$ cat config.mk
export PLATFORM = sky130hd
export DESIGN_NAME = seg7_scan_driver
export DESIGN_NICKNAME = d
export VERILOG_FILES = /design/src/rtl/seg7_scan_driver_pkg.sv /design/src/rtl/seg7_decode.sv /design/src/rtl/seg7_scan_driver.sv
export SDC_FILE = /design/constraint.sdc
export NUM_CORES = 1
export LEC_CHECK = 0
export BUFFER_PORTS_ARGS = -buffer_cell sky130_fd_sc_hd__buf_2
export CAP_MARGIN = 20
export CORE_MARGIN = 3
export CORE_UTILIZATION = 55
export DETAILED_ROUTE_END_ITERATION = 8
export PLACE_DENSITY = 0.88
export SETUP_SLACK_MARGIN = 0.02
export SLEW_MARGIN = 10
export SYNTH_ARGS = -nofsm -noshare
export SYNTH_HDL_FRONTEND = slang
export SYNTH_SLANG_ARGS = --single-unit
$ cat constraint.sdc
create_clock -name clk -period 6.3 [get_ports clk]
set_input_delay 0 -clock clk [delete_from_list [all_inputs] [get_ports clk]]
set_output_delay 0 -clock clk [all_outputs]
set_load 0.005 [all_outputs]
$ cat src/rtl/seg7_scan_driver_pkg.sv
// -----------------------------------------------------------------------------
// seg7_scan_driver_pkg
//   Shared constants for the 4-digit scanned 7-segment driver: segment codes
//   ({g,f,e,d,c,b,a}, active-high), slot indices, the captured-value record and
//   a slot-to-anode helper.
// -----------------------------------------------------------------------------
package seg7_scan_driver_pkg;

    // Segment patterns, bit order {g,f,e,d,c,b,a}, logical (1 = segment lit)
    localparam logic [6:0] SEG_0     = 7'h3F;
    localparam logic [6:0] SEG_1     = 7'h06;
    localparam logic [6:0] SEG_2     = 7'h5B;
    localparam logic [6:0] SEG_3     = 7'h4F;
    localparam logic [6:0] SEG_4     = 7'h66;
    localparam logic [6:0] SEG_5     = 7'h6D;
    localparam logic [6:0] SEG_6     = 7'h7D;
    localparam logic [6:0] SEG_7     = 7'h07;
    localparam logic [6:0] SEG_8     = 7'h7F;
    localparam logic [6:0] SEG_9     = 7'h6F;
    localparam logic [6:0] SEG_DASH  = 7'h40;
    localparam logic [6:0] SEG_E     = 7'h79;
    localparam logic [6:0] SEG_BLANK = 7'h00;

    // Display slots, scanned in this order; slot index == anode bit
    localparam logic [1:0] SLOT_ONES = 2'd0;
    localparam logic [1:0] SLOT_TENS = 2'd1;
    localparam logic [1:0] SLOT_HUND = 2'd2;
    localparam logic [1:0] SLOT_SIGN = 2'd3;

    // Signed BCD value as captured from the converter
    typedef struct packed {
        logic       sign;
        logic [3:0] hund;
        logic [3:0] tens;
        logic [3:0] ones;
    } bcd_value_t;

    // Logical (active-high) anode pattern for a slot
    function automatic logic [3:0] slot_onehot(input logic [1:0] slot);
        return 4'b0001 << slot;
    endfunction

endpackage

$ cat src/rtl/seg7_decode.sv
// -----------------------------------------------------------------------------
// seg7_decode
//   Combinational BCD to 7-segment decoder. Digits 0..9 map to their glyph,
//   codes 10..15 show 'E' so a corrupt converter result is visible on the board.
// Ports
//   i_digit  in   4  BCD digit
//   o_seg    out  7  {g,f,e,d,c,b,a}, active-high
// -----------------------------------------------------------------------------
module seg7_decode
    import seg7_scan_driver_pkg::*;
(
    input  logic [3:0] i_digit,
    output logic [6:0] o_seg
);

    always_comb begin
        // NOTE: default assignment first so no path through the case leaves
        // o_seg unassigned, which would otherwise infer a latch.
        o_seg = SEG_E;
        case (i_digit)
            4'd0: o_seg = SEG_0;
            4'd1: o_seg = SEG_1;
            4'd2: o_seg = SEG_2;
            4'd3: o_seg = SEG_3;
            4'd4: o_seg = SEG_4;
            4'd5: o_seg = SEG_5;
            4'd6: o_seg = SEG_6;
            4'd7: o_seg = SEG_7;
            4'd8: o_seg = SEG_8;
            4'd9: o_seg = SEG_9;
            default: o_seg = SEG_E;
        endcase
    end

endmodule

$ cat src/rtl/seg7_scan_driver.sv
// -----------------------------------------------------------------------------
// seg7_scan_driver
//   Captures the signed BCD result of the binary-to-BCD converter on the rising
//   edge of data_ready and scans it onto a 4-digit multiplexed 7-segment
//   display laid out [sign][H][T][O]. Leading zeros are blanked, each digit slot
//   lasts REFRESH_DIV clocks and starts with BLANK_CYCLES of all anodes off to
//   suppress ghosting. All outputs are registered.
// Parameters
//   REFRESH_DIV   clk cycles per digit slot (>= 2)
//   BLANK_CYCLES  anode-off cycles at slot start (0 .. REFRESH_DIV-1)
//   ACTIVE_LOW    1: seg/an inverted for a common-anode board
// Ports
//   clk         in   1  clock, all logic on posedge
//   rst         in   1  synchronous reset, active-low
//   sign        in   1  1 = negative
//   hundreds    in   4  BCD hundreds
//   tens        in   4  BCD tens
//   ones        in   4  BCD ones
//   data_ready  in   1  level, inputs valid while high
//   seg         out  7  {g,f,e,d,c,b,a}
//   an          out  4  an[0]=ones .. an[3]=sign
//   new_value   out  1  one-cycle pulse the cycle after a capture
// -----------------------------------------------------------------------------
module seg7_scan_driver
    import seg7_scan_driver_pkg::*;
#(
    parameter int REFRESH_DIV  = 50000,
    parameter int BLANK_CYCLES = 2,
    parameter int ACTIVE_LOW   = 1
) (
    input  logic       clk,
    input  logic       rst,
    input  logic       sign,
    input  logic [3:0] hundreds,
    input  logic [3:0] tens,
    input  logic [3:0] ones,
    input  logic       data_ready,
    output logic [6:0] seg,
    output logic [3:0] an,
    output logic       new_value
);

    localparam int              PW         = $clog2(REFRESH_DIV);
    localparam logic [PW-1:0]   PRESC_LAST = PW'(REFRESH_DIV - 1);
    localparam logic [PW-1:0]   BLANK_LIM  = PW'(BLANK_CYCLES);
    // XOR masks applying output polarity; they are also the "all off" values
    localparam logic [6:0]      SEG_OFF    = (ACTIVE_LOW != 0) ? 7'h7F : 7'h00;
    localparam logic [3:0]      AN_OFF     = (ACTIVE_LOW != 0) ? 4'hF  : 4'h0;

    bcd_value_t    r_value;
    logic          r_dr_d;
    logic          r_new_value;
    logic [PW-1:0] r_presc;
    logic [1:0]    r_slot;
    logic [6:0]    r_seg;
    logic [3:0]    r_an;

    logic          w_capture;
    logic          w_gap;
    logic [3:0]    w_dec_digit;
    logic [6:0]    w_dec_seg;
    logic [6:0]    w_slot_seg;

    // Only a low-to-high transition captures; holding data_ready high never
    // recaptures, so the display cannot change under a held level.
    assign w_capture = data_ready & ~r_dr_d;
    assign w_gap     = (r_presc < BLANK_LIM);

    // ---------------- capture ----------------
    always_ff @(posedge clk) begin
        if (!rst) begin
            r_value     <= '0;
            r_dr_d      <= 1'b0;
            r_new_value <= 1'b0;
        end else begin
            // NOTE: non-blocking assignments so every register here samples
            // pre-edge values (r_dr_d feeds w_capture in this same edge).
            r_dr_d      <= data_ready;
            r_new_value <= w_capture;
            if (w_capture) begin
                r_value <= {sign, hundreds, tens, ones};
            end
        end
    end

    // ---------------- prescaler and slot counter ----------------
    always_ff @(posedge clk) begin
        if (!rst) begin
            r_presc <= '0;
            r_slot  <= SLOT_ONES;
        end else if (r_presc == PRESC_LAST) begin
            r_presc <= '0;
            r_slot  <= r_slot + 2'd1;   // natural 2-bit wrap 3 -> 0
        end else begin
            r_presc <= r_presc + PW'(1);
        end
    end

    // ---------------- slot content (logical polarity) ----------------
    seg7_decode u_decode (
        .i_digit (w_dec_digit),
        .o_seg   (w_dec_seg)
    );

    // Leading-zero blanking looks at the digit value, so an invalid (>9)
    // hundreds/tens is non-zero, never blanked, and decodes to 'E'.
    always_comb begin
        w_dec_digit = r_value.ones;
        w_slot_seg  = w_dec_seg;
        case (r_slot)
            SLOT_ONES: begin
                w_dec_digit = r_value.ones;
                w_slot_seg  = w_dec_seg;
            end
            SLOT_TENS: begin
                w_dec_digit = r_value.tens;
                w_slot_seg  = (r_value.hund == 4'd0 && r_value.tens == 4'd0)
                              ? SEG_BLANK : w_dec_seg;
            end
            SLOT_HUND: begin
                w_dec_digit = r_value.hund;
                w_slot_seg  = (r_value.hund == 4'd0) ? SEG_BLANK : w_dec_seg;
            end
            SLOT_SIGN: begin
                w_slot_seg  = r_value.sign ? SEG_DASH : SEG_BLANK;
            end
            default: begin
                w_slot_seg  = SEG_BLANK;
            end
        endcase
    end

    // ---------------- output registers ----------------
    // Segments carry slot content for the whole slot; only the anodes blank.
    always_ff @(posedge clk) begin
        if (!rst) begin
            r_seg <= SEG_OFF;
            r_an  <= AN_OFF;
        end else begin
            r_seg <= w_slot_seg ^ SEG_OFF;
            r_an  <= (w_gap ? 4'b0000 : slot_onehot(r_slot)) ^ AN_OFF;
        end
    end

    assign seg       = r_seg;
    assign an        = r_an;
    assign new_value = r_new_value;

endmodule

==> out/summary.txt, run 1 <==
initial antenna violation count: 0
Longest Clk Path Bufs: 2
crit share post-route: 35.7%
Worst setup SP type: flop
Core Rows: 21
Antenna diodes: 0
Slew Limit Fails: 0
core area: 0.00339 sq mm
TritonRoute pass-1 iters: 6
Worst Path Arrival: 2.56 ns
leakage: 0.934 nW
Tot GR Track Use: 19.8%
Fmax achieved: 0.445 GHz
clock root buffer: clkbuf_4
ys flop type: dfxtp_1
maximum vdd drop: 0.136 mV
synthesized cell area: 0.00196 sq mm
Final Net Count: 293
Num Clock Sinks: 44
hold_ws: 0.0527 ns
first-pass GRT wire length: 6.62 mm
port buffer count: 27
Setup Crit Path Kind: flop to flop
H-tree levels: 2
skew final: 0.0235 ns
Vias/cell: 5.42
Max Cap Violations: 0
area post-placement: 0.00211 sq mm
final WL: 4.03 mm
Final min period: 2.25 ns
DRC: 0
leading area contributor after synthesis: dfxtp_1
Min-Delay Path Class: input pin to flop
Die Area: 0.00432 sq mm
Synth Register Bits: 44
TNS Setup: 0 ns
total CTS buffers: 5
Synth Instances: 227
share of layout cells above drive strength 1: 15.4%
Post-synth top cells: 44 x dfxtp_1, 35 x nand2_1, 22 x a21oi_1
max_slew headroom: 42.3%
FFs w/ async S/R, synth: 0%
Hold Violations, Final: 0
Placer Congestion: 0.867
Post-DP HPWL: 2.78 mm
most common cell in the netlist: dfxtp_1
Initial DRC Count: 91
grt ovf: 0
Worst-Skew Late Latency: 0.37 ns
via count: 1692
syn_nets: 254
Area Growth Syn to Fin: 17.5%
top-area cell type share of the netlist area: 44.8%
WP data required: 6.61 ns
RSZ-0062 raised after global routing: false
largest net degree at the start of global routing: 19
register area share after synthesis: 44.8%
post-route design area: 0.00231 sq mm
Synth Area per Inst: 8.65 sq um
Critical Path End Type: flop
maximum fanout along the worst path: 10
Die Y: 65.8 um
Synth Warn #: 0
DIE WIDTH: 65.8 um
Post-synth EDFFs: 0
CTS tree: built
vias in the first global route: 1494
largest cells by area after synthesis: dfxtp_1 45%, ha_1 7.0%, nand2_1 6.7%
Starting Density: 58.0%
Power Density: 205 mW/mm^2
DRT antenna net count: 0
clock transition at the registers of the reported paths: 0.13 ns
Worst-Margin Slew: 0.863 ns
status: finished clean
Ports: 28
Final setup viols: 0
Setup Fix Bufs, Post-CTS: 0
Yosys cell types: 37
wire per inst: 12.9 um
==> registers in the layout, indices dropped and copies added, names as in the netlist <==
name and flops:
r_dr_d 1, new_value 1, r_value 13, seg 7
an 4, r_slot 2, r_presc 16
==> final cells by class <==
cell class / instances / area [sq um]
inverters: 9 / 33.8
clock buffers: 6 / 41.3
clock inverters: 1 / 5.00
fillers: 267 / 1080
multi-input cells: 164 / 1000
well taps: 46 / 57.6
repair buffers: 42 / 285
flip-flops and latches: 44 / 881
==> stage by stage <==
stage / cells / util (%) / total power, W / setup slack, ns
2_1_floorplan: 227 / - / 0.000330 / 4.22
3_3_place_gp: 290 / 62.3 / 0.000344 / 4.24
3_5_place_dp: 290 / 62.3 / 0.000346 / 4.10
4_1_cts: 312 / 68.1 / 0.000475 / 4.08
5_1_grt: 312 / 68.1 / 0.000495 / 3.84
6_report: 312 / 68.1 / 0.000473 / 4.05
==> cell families after synthesis <==
logic type	share of synthesized area, %
xor gates and xnor gates	5.35
muxes	3.25
AOI/OAI and AO/OA	13.0
DFF	44.8
buffers and inverters	4.01
and+or+nand+nor	22.5
adders and majority gates	7.01
==> metal layers <==
layer | track usage (%) | wire length, um | share of wire [%] | vias up
met2 | 32.7 | 1900 | 47 | 44
met5 | 0 | 0 | 0 | -
li1 | - | - | - | 859
met3 | 4.62 | 198 | 4.9 | 10
met4 | 7.77 | 72 | 1.8 | 0
met1 | 24.8 | 1850 | 46 | 779
==> where the power goes <==
part	total, W	switching (W)	internal (W)
Sequential	0.000296	0.00000601	0.000290
Clock	0.000125	0.0000843	0.0000412
Combinational	0.0000518	0.0000259	0.0000259
==> repair_timing <==
| item | in CTS | in global routing |
|---|---|---|
| gates resized for setup | 0 | 0 |
| hold endpoints to repair | 14 | 0 |
| hold buffers | 15 | 0 |
==> cell usage in the layout, fill, tap and decap left out, types with 5 or more instances in the layout <==
| master | synthesis | final |
|---|---|---|
| a21oi_1 | 22 | 22 |
| buf_2 | 0 | 27 |
| clkbuf_4 | 0 | 5 |
| dfxtp_1 | 44 | 44 |
| dlygate4sd3_1 | 0 | 15 |
| ha_1 | 11 | 11 |
| inv_1 | 8 | 8 |
| nand2_1 | 35 | 35 |
| nand3_1 | 10 | 10 |
| nand4_1 | 6 | 6 |
| nor2_1 | 20 | 20 |
| o21ai_0 | 11 | 11 |
| xor2_1 | 10 | 10 |
==> worst paths after layout <==
path | from | end | slack [ns] | depth (start not counted)
max | r_slot[0] | seg[5] | 4.05 | 8
min | rst | r_presc[1] | 0.05 | 3
max reg2reg | r_slot[0] | seg[5] | 4.05 | 8
min reg2reg | r_value[2] | r_value[2] | 0.47 | 2
==> critical path, cell delays in order (launching register included) <==
cell     delay (ns)
dfxtp_1        0.44
inv_1          0.12
ha_1           0.47
nor2_1         0.07
a21oi_1        0.36
inv_1          0.12
ha_1           0.21
mux2_2         0.26
o21ai_0        0.12
(Power assumes the default switching activity.)
==> run 2: changes to the inputs <==
==> constraint.sdc (replaced) <==
create_clock -name clk -period 2.35 [get_ports clk]
set_input_delay 0 -clock clk [delete_from_list [all_inputs] [get_ports clk]]
set_output_delay 0 -clock clk [all_outputs]
set_load 0.005 [all_outputs]
==> run 2 against run 1 <==
Net effect: clock skew decreased by 0.014 ns; first-iteration DRC count shrank 36%; via count is 0.59% lower; wire length fell by 0.12%; worst setup slack lost 3.9 ns; sequential share of layout area shrank 0.49 points; sequential power rose to 2.7 times the previous value; register-to-register slack worse by 3.9 ns; largest power group unchanged.
==> out/summary.txt, run 2 (synthesis gave the netlist of run 1 again) <==
status: finished clean
Top reg by flops: r_presc
Post-DP HPWL: 2.66 mm (-4.1%)
Critical Path End Type: flop
Ports: 28 (unchanged)
Setup Crit Path Kind: flop to flop
Worst-Margin Slew: 0.808 ns (-0.0550 ns)
Tot GR Track Use: 20.2% (+0.32 points)
Min-Delay Path Class: input pin to flop
CP max stage cell: ha_1
Fmax achieved: 0.459 GHz (+3.2%)
total CTS buffers: 5 (unchanged)
maximum fanout along the worst path: 10 (unchanged)
DRC: 0 (unchanged)
skew final: 0.00909 ns (-0.0145 ns)
Area Growth Syn to Fin: 19.0%
Initial DRC Count: 58 (-36%)
crit path cell chain: inv_1 > ha_1 > nor2_1 > a21oi_2 > inv_1 > ha_1 > mux2_2 > o21ai_0
largest net degree at the start of global routing: 18 (-1)
wire per inst: 12.8 um (-0.76%)
commonest non-fill, non-tap cell in the layout: dfxtp_1
Worst-Skew Late Latency: 0.36 ns (about the same)
share of layout cells above drive strength 1: 17.2% (+1.8 points)
Num Clock Sinks: 44 (unchanged)
H-tree levels: 2 (unchanged)
max FFs per register: 16 (unchanged)
Max Cap Violations: 0 (unchanged)
DRT antenna net count: 0 (unchanged)
Core Rows: 21 (unchanged)
first-pass GRT wire length: 6.74 mm (+1.9%)
Longest Clk Path Bufs: 2 (unchanged)
Placer Congestion: 0.845 (-2.5%)
Worst setup SP type: flop
max_slew headroom: 46.0% (+3.7 points)
Die Area: 0.00432 sq mm (unchanged)
Power Density: 562 mW/mm^2 (+170%)
Vias/cell: 5.36 (-1.2%)
Starting Density: 58.0% (unchanged)
port buffer count: 27 (unchanged)
crit share post-route: 92.7% (+57 points)
Fillers: 274 (+2.6%)
Final Net Count: 294 (+0.34%)
via count: 1682 (-0.59%)
final WL: 4.02 mm (-0.12%)
Die Y: 65.8 um (unchanged)
core area: 0.00339 sq mm (unchanged)
maximum vdd drop: 0.407 mV (+200%)
clock root buffer: clkbuf_4
largest stage delay on the critical path: 0.51 ns (+0.04 ns)
R2R setup slack: 0.17 ns (-3.88 ns)
clock transition at the registers of the reported paths: 0.13 ns (about the same)
Hold Violations, Final: 0 (unchanged)
hold_ws: 0.0276 ns (-0.0251 ns)
DIE WIDTH: 65.8 um (unchanged)
commonest cells after routing, fill and taps aside: 44 x dfxtp_1, 35 x nand2_1, 27 x buf_2
CTS tree: built
Worst Path Arrival: 2.48 ns (-0.08 ns)
Final min period: 2.18 ns (-0.0703 ns)
Slew Limit Fails: 0 (unchanged)
TNS Setup: 0 ns (unchanged)
leakage: 0.950 nW (+1.7%)
initial antenna violation count: 0 (unchanged)
Setup Fix Bufs, Post-CTS: 0 (unchanged)
vias in the first global route: 1537 (+2.9%)
Final setup viols: 0 (unchanged)
TritonRoute pass-1 iters: 4 (-2)
Antenna diodes: 0 (unchanged)
WP data required: 2.65 ns (-3.96 ns)
grt ovf: 0 (unchanged)
-- run 2: cell types whose count changed in the layout (fill, tap and decap cells not counted) --
cell,change
clkbuf_8,+1
clkinv_2,+1
mux2i_2,+1
buf_4,+1
mux2i_1,-1
a21oi_1,-1
clkbuf_1,-1
a21oi_2,+1
-- run 2: worst paths after layout --
kind         cells past startpoint    endpoint       start
min reg2reg                      1  r_presc[0]  r_presc[0]
min                              4       an[3]         rst
max                              8      seg[5]   r_slot[0]
max reg2reg                      8      seg[5]   r_slot[0]
-- run 2: cell type report --
cell class,instances,area (sq um),area share (%)
Tap cell,46,57.6,2.46
Clock buffer,6,51.3,2.19
Inverter,9,33.8,1.44
Clock inverter,2,10.0,0.428
Timing Repair Buffer,43,293,12.5
Sequential cell,44,881,37.7
Multi-Input combinational cell,164,1010,43.3
-- run 2: repair_timing --
| action | in CTS | in global routing |
|---|---|---|
| setup endpoints to repair | 0 | 5 |
| gates resized for setup | 0 | 2 |
| hold buffers | 15 | 0 |
| endpoints found under the hold margin | 14 | 0 |
-- run 2: power by group --
part | switching [W] | total (W) | internal, W
Clock | 0.000236 | 0.000379 | 0.000143
Combinational | 0.0000710 | 0.000142 | 0.0000713
Sequential | 0.0000166 | 0.000793 | 0.000777
-- run 2: critical path, delay by kind of cell (launching register included) --
kind                       cells  cell delay (ns)
muxes                          1             0.26
adders and majority gates      2             0.72
DFF                            1             0.44
buffers and inverters          2             0.23
AOI/OAI and AO/OA              2             0.36
and+or+nand+nor                1             0.11
-- run 2: through the flow --
step           util [%]  worst slack, ns  cell area (sq um)  power [W]  instances
5_1_grt            69.0          -0.0267               2340    0.00138        314
3_3_place_gp       62.5            0.283               2120   0.000925        291
3_5_place_dp       62.5            0.185               2120   0.000930        291
6_report           69.0            0.171               2340    0.00131        314
2_1_floorplan         -            0.269               1960   0.000886        227
4_1_cts            68.8            0.122               2330    0.00132        314
-- run 2: routing by layer --
metal	track usage [%]	up-vias	share of wire (%)
met3	5.47	7	4.4
met4	8.29	0	1.5
li1	-	865	-
met1	24.1	771	45
met5	0	-	0
met2	33.8	39	49
==> run 3: changes to the inputs <==
==> constraint.sdc (replaced) <==
create_clock -name clk -period 2.75 [get_ports clk]
set_input_delay 0 -clock clk [delete_from_list [all_inputs] [get_ports clk]]
set_output_delay 0 -clock clk [all_outputs]
set_load 0.005 [all_outputs]
==> run 3 against run 2 <==
Net effect: design area shrank 0.43%; register-to-register slack gained 0.33 ns; via count grew 1.8%; count of clock-buffer cells in the layout grew 2; critical path type unchanged; flip-flop and latch count is the same; combinational power shrank 15%; total power shrank 15%.
==> out/summary.txt, run 3 (synthesis gave the netlist of run 1 again) <==
post-route design area: 0.00233 sq mm (-0.43%)
Tot GR Track Use: 20.7% (+0.57 points)
DRT antenna net count: 0 (unchanged)
share of layout cells above drive strength 1: 15.7% (-1.5 points)
R2R Path Start: r_slot[0]
RSZ-0062 raised after global routing: false
Initial DRC Count: 56 (-3.4%)
R2R setup slack: 0.50 ns (+0.33 ns)
Longest Clk Path Bufs: 2 (unchanged)
DP Worst Slack: 0.586 ns (+0.401 ns)
Fillers: 271 (-1.1%)
GRT met1 Usage: 24.0% (-0.11 points)
Placer Congestion: 0.845 (unchanged)
largest net degree at the start of global routing: 18 (unchanged)
leakage: 0.943 nW (-0.68%)
Vias/cell: 5.46 (+1.8%)
met2 Use GR: 34.5% (+0.75 points)
max_slew headroom: 49.6% (+3.6 points)
Critical Path End Type: flop
Power Density: 481 mW/mm^2 (-14%)
Crit. Startpoint: r_slot[0]
commonest non-fill, non-tap cell in the layout: dfxtp_1
TNS Setup: 0 ns (unchanged)
commonest cells after routing, fill and taps aside: 44 x dfxtp_1, 35 x nand2_1, 27 x buf_2
final WL: 3.98 mm (-1.2%)
maximum fanout along the worst path: 10 (unchanged)
wire per inst: 12.7 um (-1.2%)
final core utilization: 68.7% (-0.30 points)
Ports: 28 (unchanged)
via count: 1713 (+1.8%)
Worst Path Arrival: 2.54 ns (+0.06 ns)
Die Area: 0.00432 sq mm (unchanged)
DRC: 0 (unchanged)
Worst-Skew Late Latency: 0.35 ns (about the same)
Top reg by flops: r_presc
TritonRoute pass-1 iters: 4 (unchanged)
Worst Setup EP: seg[5]
DIE WIDTH: 65.8 um (unchanged)
vias in the first global route: 1596 (+3.8%)
Final min period: 2.25 ns (+0.0706 ns)
total CTS buffers: 5 (unchanged)
met3 usage: 6.50% (+1.0 points)
crit share post-route: 81.8% (-11 points)
reg2reg path depth: 8 (unchanged)
Core Rows: 21 (unchanged)
clock transition at the registers of the reported paths: 0.12 ns (about the same)
WP data required: 3.04 ns (+0.39 ns)
Critical R2R Capture: seg[5]
Post-DP HPWL: 2.68 mm (+0.39%)
Setup Crit Path Kind: flop to flop
H-tree levels: 2 (unchanged)
initial antenna violation count: 0 (unchanged)
first-pass GRT wire length: 6.92 mm (+2.7%)
Num Clock Sinks: 44 (unchanged)
clock root buffer: clkbuf_4
core area: 0.00339 sq mm (unchanged)
GRT Max-Usage Layer: met2
area post-placement: 0.00212 sq mm (unchanged)
grt ovf: 0 (unchanged)
port buffer count: 27 (unchanged)
hold path cells: 4 (unchanged)
skew final: 0.00686 ns (-0.00223 ns)
Min-Delay Path Class: input pin to flop
Starting Density: 58.0% (unchanged)
max FFs per register: 16 (unchanged)
Worst-Margin Slew: 0.755 ns (-0.0532 ns)
register area: 881 sq um (unchanged)
maximum vdd drop: 0.356 mV (-13%)
Worst setup SP type: flop
CTS tree: built
Area Growth Syn to Fin: 18.5%
Antenna diodes: 0 (unchanged)
Final setup viols: 0 (unchanged)
Die Y: 65.8 um (unchanged)
status: finished clean
area of the multi-input gates: 0.00100 sq mm (-0.74%)
Final Net Count: 294 (unchanged)
Slew Limit Fails: 0 (unchanged)
Setup WS post-layout: 0.500 ns (+0.329 ns)
Fmax achieved: 0.445 GHz (-3.1%)
Hold Violations, Final: 0 (unchanged)
Max Cap Violations: 0 (unchanged)
run 3: cell type report:
class | instances | area share (%)
clock buffers | 8 | 2.53
well taps | 46 | 2.47
multi-input cells | 164 | 43.1
inverters | 9 | 1.45
flip-flops and latches | 44 | 37.8
repair buffers | 43 | 12.6
run 3: worst min-delay path by stage:
stage	end	from	slack, ns
floorplan	r_dr_d	data_ready	0.12
global placement	r_dr_d	data_ready	0.23
detailed placement	r_dr_d	data_ready	0.23
CTS	an[0]	rst	0.01
global route	an[2]	rst	0.03
finish	an[0]	rst	0.02
run 3: worst max-delay path, cell delays in order, from the launching register on:
cell and delay (ns):
dfxtp_1 0.43, inv_1 0.12, ha_1 0.48, nor2_1 0.07, a21oi_1 0.37, inv_1 0.13, ha_1 0.23, mux2_2 0.26
o21ai_0 0.12
run 3: report_power, final:
part           internal, W  leakage, nW  switching (W)
clock network     0.000126       0.0326       0.000195
logic            0.0000605        0.551      0.0000604
registers         0.000664        0.360      0.0000139
run 3: layer usage:
| layer | vias to the layer above | routed length (um) | share of wire, % |
|---|---|---|---|
| met5 | - | 0 | 0 |
| li1 | 861 | - | - |
| met4 | 0 | 110 | 2.8 |
| met3 | 13 | 259 | 6.5 |
| met2 | 53 | 1940 | 49 |
| met1 | 786 | 1670 | 42 |
run 3: stage by stage:
stage | hold WS, ns | std cells | power [W]
final | 0.0241 | 314 | 0.00112
after global routing | 0.0298 | 314 | 0.00118
after detailed placement | 0.230 | 291 | 0.000795
after floorplan | 0.122 | 227 | 0.000757
after global placement | 0.227 | 291 | 0.000790
after CTS | 0.0124 | 314 | 0.00113
run 3: what timing repair did:
action / 4_1_cts / 5_1_grt
hold buffers: 15 / 0
endpoints found under the setup margin: 0 / 0
gates resized for setup: 0 / 0
endpoints found under the hold margin: 14 / 0
setup buffers: 0 / 0
